--- config.mk ---
export PLATFORM = sky130hd
export DESIGN_NAME = hex_reader
export DESIGN_NICKNAME = d
export VERILOG_FILES = /design/src/rtl/hex_reader.sv
export SDC_FILE = /design/constraint.sdc
export NUM_CORES = 1
export LEC_CHECK = 0
export ABC_CLOCK_PERIOD_IN_PS = 4600
export CORE_ASPECT_RATIO = 0.8
export CORE_MARGIN = 8
export CORE_UTILIZATION = 44
export CTS_BUF_LIST = sky130_fd_sc_hd__clkbuf_8 sky130_fd_sc_hd__clkbuf_16
export DETAILED_ROUTE_END_ITERATION = 8
export GPL_ROUTABILITY_DRIVEN = 0
export GPL_TIMING_DRIVEN = 0
export PLACE_DENSITY = 0.73
export REMOVE_ABC_BUFFERS = 1
export SLEW_MARGIN = 40
export SYNTH_ARGS = -nofsm -noshare
export SYNTH_HDL_FRONTEND = slang
export SYNTH_SLANG_ARGS = --single-unit
export TNS_END_PERCENT = 1
--- constraint.sdc ---
create_clock -name Clk -period 4.6 [get_ports Clk]
set_input_delay 0.46 -clock Clk [delete_from_list [all_inputs] [get_ports Clk]]
set_output_delay 0.46 -clock Clk [all_outputs]
set_load 0.01 [all_outputs]
--- src/rtl/hex_reader.sv ---
// Monitors a multiplexed active-low 7-segment bus, decodes each stable digit
// pattern back to its value and reports new/changed digits on a 1-deep stream.
module hex_reader #(
   parameter int NDIG          = 4,
   parameter int STABLE_CYCLES = 8
) (
   input  logic                    Clk,
   input  logic                    Reset_n,
   input  logic [6:0]              HEX,
   input  logic [NDIG-1:0]         DIG_SEL,
   input  logic                    out_ready,
   input  logic                    clr_overrun,
   output logic                    out_valid,
   output logic [$clog2(NDIG)-1:0] out_digit,
   output logic [3:0]              out_val,
   output logic                    out_err,
   output logic                    overrun,
   output logic [4*NDIG-1:0]       digits
);

   localparam int IW = $clog2(NDIG);
   localparam int CW = $clog2(STABLE_CYCLES + 1);
   localparam logic [CW-1:0] CNT_MAX = CW'(STABLE_CYCLES);

   // Returns {err, val}; blank (all segments off) reads as 0.
   function automatic logic [4:0] decode(input logic [6:0] seg);
      case (seg)
         7'h7F:   decode = {1'b0, 4'h0};
         7'h79:   decode = {1'b0, 4'h1};
         7'h24:   decode = {1'b0, 4'h2};
         7'h30:   decode = {1'b0, 4'h3};
         7'h19:   decode = {1'b0, 4'h4};
         7'h12:   decode = {1'b0, 4'h5};
         7'h02:   decode = {1'b0, 4'h6};
         7'h78:   decode = {1'b0, 4'h7};
         7'h00:   decode = {1'b0, 4'h8};
         7'h10:   decode = {1'b0, 4'h9};
         default: decode = {1'b1, 4'hF};
      endcase
   endfunction

   function automatic logic is_onehot(input logic [NDIG-1:0] v);
      is_onehot = (v != '0) && ((v & (v - NDIG'(1))) == '0);
   endfunction

   function automatic logic [IW-1:0] sel_index(input logic [NDIG-1:0] v);
      sel_index = '0;
      for (int i = 0; i < NDIG; i++) begin
         if (v[i]) sel_index = IW'(i);
      end
   endfunction

   logic [6:0]       s_hex_q, p_hex_q;
   logic [NDIG-1:0]  s_sel_q, p_sel_q;
   logic [CW-1:0]    cnt_q, cnt_d;
   logic [4*NDIG-1:0] digits_q, digits_d;
   logic [NDIG-1:0]  seen_q, seen_d;
   logic             out_valid_q, out_valid_d;
   logic [IW-1:0]    out_digit_q, out_digit_d;
   logic [3:0]       out_val_q, out_val_d;
   logic             out_err_q, out_err_d;
   logic             overrun_q, overrun_d;

   logic             onehot, same, capture, changed, event_v, load_ok;
   logic [IW-1:0]    idx;
   logic [4:0]       dec;
   logic [3:0]       old_val;

   always_comb begin
      onehot  = is_onehot(s_sel_q);
      same    = (s_hex_q == p_hex_q) && (s_sel_q == p_sel_q);
      idx     = sel_index(s_sel_q);
      dec     = decode(s_hex_q);
      old_val = digits_q[{idx, 2'b00} +: 4];

      if (!onehot) begin
         cnt_d = '0;
      end else if (same) begin
         cnt_d = (cnt_q == CNT_MAX) ? cnt_q : cnt_q + CW'(1);
      end else begin
         cnt_d = CW'(1);
      end

      // Fires on the single cycle the run length reaches the threshold.
      capture = onehot && same && (cnt_q == CNT_MAX - CW'(1));
      changed = !seen_q[idx] || (dec[3:0] != old_val);
      event_v = capture && (dec[4] || changed);
      load_ok = !out_valid_q || out_ready;

      digits_d = digits_q;
      seen_d   = seen_q;
      if (capture && !dec[4] && changed) begin
         digits_d[{idx, 2'b00} +: 4] = dec[3:0];
         seen_d[idx]                 = 1'b1;
      end else begin
         seen_d = seen_q;
      end

      out_valid_d = out_valid_q;
      out_digit_d = out_digit_q;
      out_val_d   = out_val_q;
      out_err_d   = out_err_q;
      if (event_v && load_ok) begin
         out_valid_d = 1'b1;
         out_digit_d = idx;
         out_val_d   = dec[3:0];
         out_err_d   = dec[4];
      end else if (out_valid_q && out_ready) begin
         out_valid_d = 1'b0;
      end else begin
         out_valid_d = out_valid_q;
      end

      // A drop in the same cycle as a clear leaves the flag set.
      if (event_v && !load_ok) begin
         overrun_d = 1'b1;
      end else if (clr_overrun) begin
         overrun_d = 1'b0;
      end else begin
         overrun_d = overrun_q;
      end
   end

   always_ff @(posedge Clk or negedge Reset_n) begin
      if (!Reset_n) begin
         s_hex_q     <= 7'h00;
         s_sel_q     <= '0;
         p_hex_q     <= 7'h00;
         p_sel_q     <= '0;
         cnt_q       <= '0;
         digits_q    <= '0;
         seen_q      <= '0;
         out_valid_q <= 1'b0;
         out_digit_q <= '0;
         out_val_q   <= 4'h0;
         out_err_q   <= 1'b0;
         overrun_q   <= 1'b0;
      end else begin
         s_hex_q     <= HEX;
         s_sel_q     <= DIG_SEL;
         p_hex_q     <= s_hex_q;
         p_sel_q     <= s_sel_q;
         cnt_q       <= cnt_d;
         digits_q    <= digits_d;
         seen_q      <= seen_d;
         out_valid_q <= out_valid_d;
         out_digit_q <= out_digit_d;
         out_val_q   <= out_val_d;
         out_err_q   <= out_err_d;
         overrun_q   <= overrun_d;
      end
   end

   assign out_valid = out_valid_q;
   assign out_digit = out_digit_q;
   assign out_val   = out_val_q;
   assign out_err   = out_err_q;
   assign overrun   = overrun_q;
   assign digits    = digits_q;

endmodule

==> metrics, run 1 <==
status completed; initial antenna violation count 0; most common cell after layout, fill and taps aside dfrtp_1; met3 Use GR 0.04438; sequential power share 0.600; Core ar. 0.006246 mm^2; critical path class reg2reg; startpoint types flip-flop; Max VDD drop 169.6 uV; final hold viol count 0; Total GRT Usage 0.1344; Final Critical Period 2826 ps; first-pass GRT wire length 9.887 mm; overflow left after global routing 0; Final setup viols 0; Primary FF master, synth dfrtp_1; Int Power 0.0006320 W; Yosys cell types 54; crit path cell chain xor2_1, nor4_1, o2111ai_1, nor3_2, and2_1, o211ai_1, o2bb2ai_1; slowest stage delay, CP 570 ps; Setup WS post-layout 1774 ps; die width 104.9 um; Clock Tree Root clkbuf_8; slowest cell on the critical path dfrtp_1; max-slew violations 0; Crit path depth 7; Vias per Instance 5.388; slew margin rel. 0.5489; number of enable flip-flop cells after synthesis 0; commonest non-fill, non-tap cells in the layout dfrtp_1 (55), clkdlybuf4s50_1 (38), nand2_1 (29); Core Rows 26; Power Dens Cells 255.6 mW/mm^2; clock share of power 0.312; Port-buffer cells 39; combinational share of power 0.088; Clock Latency Late Sink 310 ps; ys async rst share 1.000; Critical Path RT 4790 ps; fill count 563; setup TNS 0 ps; Seq/Total Area, Yosys 0.4946; Routed Antenna Nets 0; Post-Syn Instances 248; critical path's top delay family simple AND/OR/NAND/NOR gates; average size of a mapped cell 11.22 um^2; hpwl dp 4.323 mm; leak pwr 1.419 nW; CTS resizes 0; crit path from s_sel_q[1]$_DFF_PN0_; switching share of power 0.2567; fmax 353.9 MHz; Vias 1999; unrepaired setup endpoints after global routing false; CP arrival 3010 ps; Die Y 87.13 um; Final #Nets 311; TritonCTS Buffers 5; worst-margin pin slew 676.6 ps; crit path buf inv count 0; htree depth 2; Sink Count 55; reg2reg path depth 7; r2r startpoint s_sel_q[1]$_DFF_PN0_; type of the worst min-delay path in2async; met1 usage 0.1860; vias in the first global route 2007; n_diodes 0; CP Max Fanout 9; Area growth syn-to-layout 19.56%; Yosys Warn Count 0; #FFs+latches synth 55; final WL 5.829 mm; DR WL/cell 15.71 um; CTS clock-pin slew for the worst setup and hold paths 100 ps; layout cells sized above 1 0.09408; Die ar. 0.009141 mm^2; Max-Cap Viols 0; # hold bufs at CTS 0; switching power 0.0002182 W; I/O pins 40; CP endpoint kind flip-flop; Reg2Reg Setup Slack 1770 ps; initial DRC count 100; drt drc 0; Initial Utilization 0.4455; final clock skew 6.344 ps; dpl ws 1729 ps; DR pass1 iterations 4; Multi-input gate area 0.001304 mm^2; Register Area 0.001376 mm^2; clock buffer depth 2; CTS tree yes; Top Usage Layer GRT met1; Post-CTS Setup Repair Bufs 0; largest net degree at the start of global routing 32; grt met2 use 0.1854; Post-Syn Area 0.002783 mm^2; period utilisation layout 0.6143
==> state kept, by name, indices dropped and copies added, names as in the netlist <==
register	flops
overrun	1
cnt_q	4
out_err	1
p_hex_q	7
s_hex_q	7
out_digit	2
out_valid	1
out_val	4
s_sel_q	4
p_sel_q	4
digits	16
seen_q	4
==> metrics by stage <==
step	power (W)	std cells	util	instance area, um^2	hold slack [ps]
after global routing	0.0008891	371	0.5327	3327	35.04
after detailed placement	0.0005937	363	0.5168	3228	382.2
after CTS	0.0008595	371	0.5304	3313	29.90
after floorplan	0.0005568	239	-	2711	164.4
after global placement	0.0005890	362	0.5134	3207	461.0
final	0.0008503	371	0.5327	3327	31.99
==> layout make-up <==
type / instances / share of cell area
flip-flops and latches: 55 / 0.4137
multi-input cells: 171 / 0.3919
repair buffers: 40 / 0.1226
well taps: 84 / 0.03159
clock buffers: 5 / 0.02068
inverters: 13 / 0.01467
clock inverters: 3 / 0.004889
==> cell families (layout without fill, tap and decap cells) <==
| kind of cell | count (synthesis) | after routing | synth area share |
|---|---|---|---|
| mux | 17 | 17 | 0.06430 |
| compound gates | 56 | 56 | 0.1637 |
| fa+ha+maj | 10 | 10 | 0.04496 |
| flops | 55 | 55 | 0.4946 |
| buf+inv | 22 | 61 | 0.04316 |
| xor+xnor | 20 | 20 | 0.06565 |
| simple gates | 68 | 68 | 0.1237 |
==> synth_stat cells (all sizes together) (4+ instances only) <==
master / instances / area, um^2
dfrtp: 55 / 1376
nand2: 29 / 108.9
o2bb2ai: 16 / 140.1
xor2: 16 / 147.7
inv: 13 / 48.80
ha: 10 / 125.1
mux2i: 10 / 100.1
o21ai: 10 / 61.31
buf: 9 / 71.31
mux2: 7 / 78.83
nand3: 6 / 30.03
nor2: 6 / 22.52
nor3: 6 / 35.03
o21bai: 5 / 37.54
nor4: 4 / 31.28
o211ai: 4 / 30.03
xnor2: 4 / 35.03
==> path summary, 6_finish.rpt <==
check / end
setup / recovery: digits[0]$_DFFE_PN0P_
hold / removal: s_hex_q[3]$_DFF_PN0_
setup reg to reg: digits[0]$_DFFE_PN0P_
hold reg to reg: seen_q[0]$_DFFE_PN0P_
max in group asynchronous: out_valid$_DFFE_PN0P_
min in group Clk: seen_q[0]$_DFFE_PN0P_
==> worst register-to-register path: stages (launching register included) <==
cell,delay [ps]
dfrtp_1,570
xor2_1,240
nor4_1,450
o2111ai_1,350
nor3_2,300
and2_1,310
o211ai_1,270
o2bb2ai_1,210
==> routing by layer <==
layer  wire length, um  vias up  part of all wire
met4                93        0             0.016
met1              2915      964              0.50
met2              2388       71              0.41
li1                  -      954                 -
met3               432       10             0.074
met5                 0        -                 0
==> power groups by stage <==
stage	sequential, W	clock, W	combinational [W]
after detailed placement	0.000520	0	0.0000739
final	0.000510	0.000265	0.0000746
after global placement	0.000519	0	0.0000695
after global routing	0.000512	0.000292	0.0000842
after CTS	0.000510	0.000275	0.0000741
after floorplan	0.000515	0	0.0000414
Note: power is estimated with default switching activity, not from simulation.
==> run 2, diff against run 1 <==
--- a/config.mk
+++ b/config.mk
@@ -5,7 +5,7 @@
 export SDC_FILE = /design/constraint.sdc
 export NUM_CORES = 1
 export LEC_CHECK = 0
-export ABC_CLOCK_PERIOD_IN_PS = 4600
+export ABC_CLOCK_PERIOD_IN_PS = 2340
 export CORE_ASPECT_RATIO = 0.8
 export CORE_MARGIN = 8
 export CORE_UTILIZATION = 44
@@ -13,7 +13,7 @@
 export DETAILED_ROUTE_END_ITERATION = 8
 export GPL_ROUTABILITY_DRIVEN = 0
 export GPL_TIMING_DRIVEN = 0
-export PLACE_DENSITY = 0.73
+export PLACE_DENSITY = 0.75
 export REMOVE_ABC_BUFFERS = 1
 export SLEW_MARGIN = 40
 export SYNTH_ARGS = -nofsm -noshare
==> constraint.sdc (replaced) <==
create_clock -name Clk -period 2.34 [get_ports Clk]
set_input_delay 0.234 -clock Clk [delete_from_list [all_inputs] [get_ports Clk]]
set_output_delay 0.234 -clock Clk [all_outputs]
set_load 0.01 [all_outputs]
==> metrics, run 2 (synthesis results as in run 1) <==
status complete, but fails checks; failing checks negative setup slack; Final #Nets 347 (+12%); final hold viol count 0 (unchanged); DR WL/cell 17.22 um (+9.6%); Final Instance Area 0.003956 mm^2 (+19%); hold endpoint s_hex_q[2]$_DFF_PN0_; reg-to-reg endpoint out_digit[0]$_DFFE_PN0P_; Placed Instances 363 (unchanged); initial DRC count 103 (+3.0%); CP Max Fanout 6 (-3); CTS clock-pin slew for the worst setup and hold paths 100 ps (about the same); r2r startpoint s_sel_q[1]$_DFF_PN0_; clock buffer depth 2 (unchanged); CP endpoint kind flip-flop; Power Dens Cells 499.3 mW/mm^2 (+95%); Clock Latency Late Sink 310 ps (about the same); final clock skew 4.681 ps (-1.662 ps); worst-margin pin slew 496.1 ps (-180.5 ps); initial antenna violation count 0 (unchanged); n_diodes 0 (unchanged); Vias per Instance 5.386 (about the same); Clock Tree Root clkbuf_8; Setup WS post-layout -148.1 ps (-1922 ps); Final Critical Period 2488 ps (-337.8 ps); CTS tree yes; Area growth syn-to-layout 42.18%; Die ar. 0.009141 mm^2 (unchanged); hpwl dp 4.319 mm (about the same); period utilisation layout 1.063 (+0.4490); Routed Antenna Nets 0 (unchanged); placed inst area 0.003228 mm^2 (unchanged); drt drc 0 (unchanged); Initial Utilization 0.4455 (unchanged); reg2reg path depth 9 (+2); Hold Path Origin HEX[2]; unrepaired setup endpoints after global routing true; Reg2Reg Setup Slack -150 ps (-1920 ps); Die Y 87.13 um (unchanged); most common cell after layout, fill and taps aside dfrtp_1; Core ar. 0.006246 mm^2 (unchanged); htree depth 2 (unchanged); Hold Path Stages 1; layout cells sized above 1 0.3127 (+0.2186); type of the worst min-delay path in2reg; Sink Count 55 (unchanged); leak pwr 1.666 nW (+17%); Critical Path RT 2540 ps (-2250 ps); vias in the first global route 2260 (+13%); Vias 2192 (+9.7%); I/O pins 40 (unchanged); CP arrival 2690 ps (-320 ps); startpoint types flip-flop; final hold slack 348.7 ps (+316.7 ps); slew margin rel. 0.6627 (+0.1138); commonest non-fill, non-tap cells in the layout dfrtp_1 (45), clkdlybuf4s50_1 (38), buf_4 (28); DR pass1 iterations 4 (unchanged); Max VDD drop 300.0 uV (+77%); TritonCTS Buffers 5 (unchanged); max-slew violations 0 (unchanged); Max-Cap Viols 0 (unchanged); Port-buffer cells 39 (unchanged); largest net degree at the start of global routing 32 (unchanged); filler-free cell count of the finished design 407 (+9.7%); overflow left after global routing 0 (unchanged); first-pass GRT wire length 11.16 mm (+13%); fmax 401.9 MHz (+14%); critical path class reg2reg; final WL 7.010 mm (+20%); max reg flops 16 (unchanged); Final setup viols 27 (+27); Total GRT Usage 0.1519 (+0.01746); die width 104.9 um (unchanged); Core Rows 26 (unchanged)
[run 2: cell types whose count changed in the layout (fill, tap and decap cells not counted), moves of 3 or more]
cell / delta
nor3_1: -4
nor3_2: +4
dfrtp_1: -10
nand3_2: +3
mux2_2: -5
nand3_1: -3
buf_12: +4
buf_4: +27
mux2_4: +5
nor4_4: +3
nor4_1: -3
dfrtp_2: +10
[run 2: stage by stage]
stage          total power [W]    util  setup slack [ps]  setup TNS (ps)
5_1_grt               0.002057  0.6334            -229.7           -4767
3_5_place_dp          0.001168  0.5168            -573.6          -13190
6_report              0.001975  0.6334            -148.1           -1821
2_1_floorplan         0.001095       -            -253.3           -5013
3_3_place_gp          0.001159  0.5134            -891.2          -52390
4_1_cts               0.001939  0.5839            -96.71          -776.5
[run 2: cell type report]
cell class	instances	area [um^2]
flip-flops and latches	55	1389
clock buffers	5	68.82
fillers	476	2290
multi-input cells	172	1555
repair buffers	75	721.9
well taps	84	105.1
clock inverters	3	67.56
inverters	13	48.80
[run 2: repair_timing]
item,CTS,global route
cloned,1,0
resized for setup,33,27
endpoints found under the hold margin,24,0
hold buffers,1,0
pin swaps,16,17
setup buffers,17,17
endpoints found under the setup margin,29,29
[run 2: routing by layer]
layer / share of wire / GRT usage
met1: 0.45 / 0.2018
met2: 0.45 / 0.2313
met3: 0.093 / 0.04808
met4: 0.011 / 0.04393
met5: 0 / 0
[run 2: worst max path at each step]
stage | start | to | slack (ps) | cells past startpoint
after CTS | s_hex_q[3]$_DFF_PN0_ | out_digit[0]$_DFFE_PN0P_ | -100 | 7
after global placement | s_hex_q[5]$_DFF_PN0_ | digits[1]$_DFFE_PN0P_ | -890 | 7
after global routing | s_sel_q[1]$_DFF_PN0_ | digits[7]$_DFFE_PN0P_ | -230 | 10
after detailed placement | s_hex_q[5]$_DFF_PN0_ | seen_q[2]$_DFFE_PN0P_ | -570 | 7
after floorplan | s_hex_q[0]$_DFF_PN0_ | seen_q[0]$_DFFE_PN0P_ | -250 | 7
final | s_sel_q[1]$_DFF_PN0_ | out_digit[0]$_DFFE_PN0P_ | -150 | 9
[run 2: worst max-delay path, stage by stage (launching register included)]
cell and delay (ps):
dfrtp_2 450, buf_4 170, buf_4 140, mux2i_1 110, a211oi_1 330, nand2_1 120
mux2i_2 270, o221a_2 300, a31oi_4 160, mux2_4 330
[run 2: power by group]
part	leakage (nW)	switching (W)	internal, W	total, W
combinational	0.900	0.000127	0.000109	0.000236
sequential	0.701	0.0000257	0.000972	0.000998
clock	0.0644	0.000315	0.000427	0.000741
total	1.67	0.000468	0.00151	0.00198
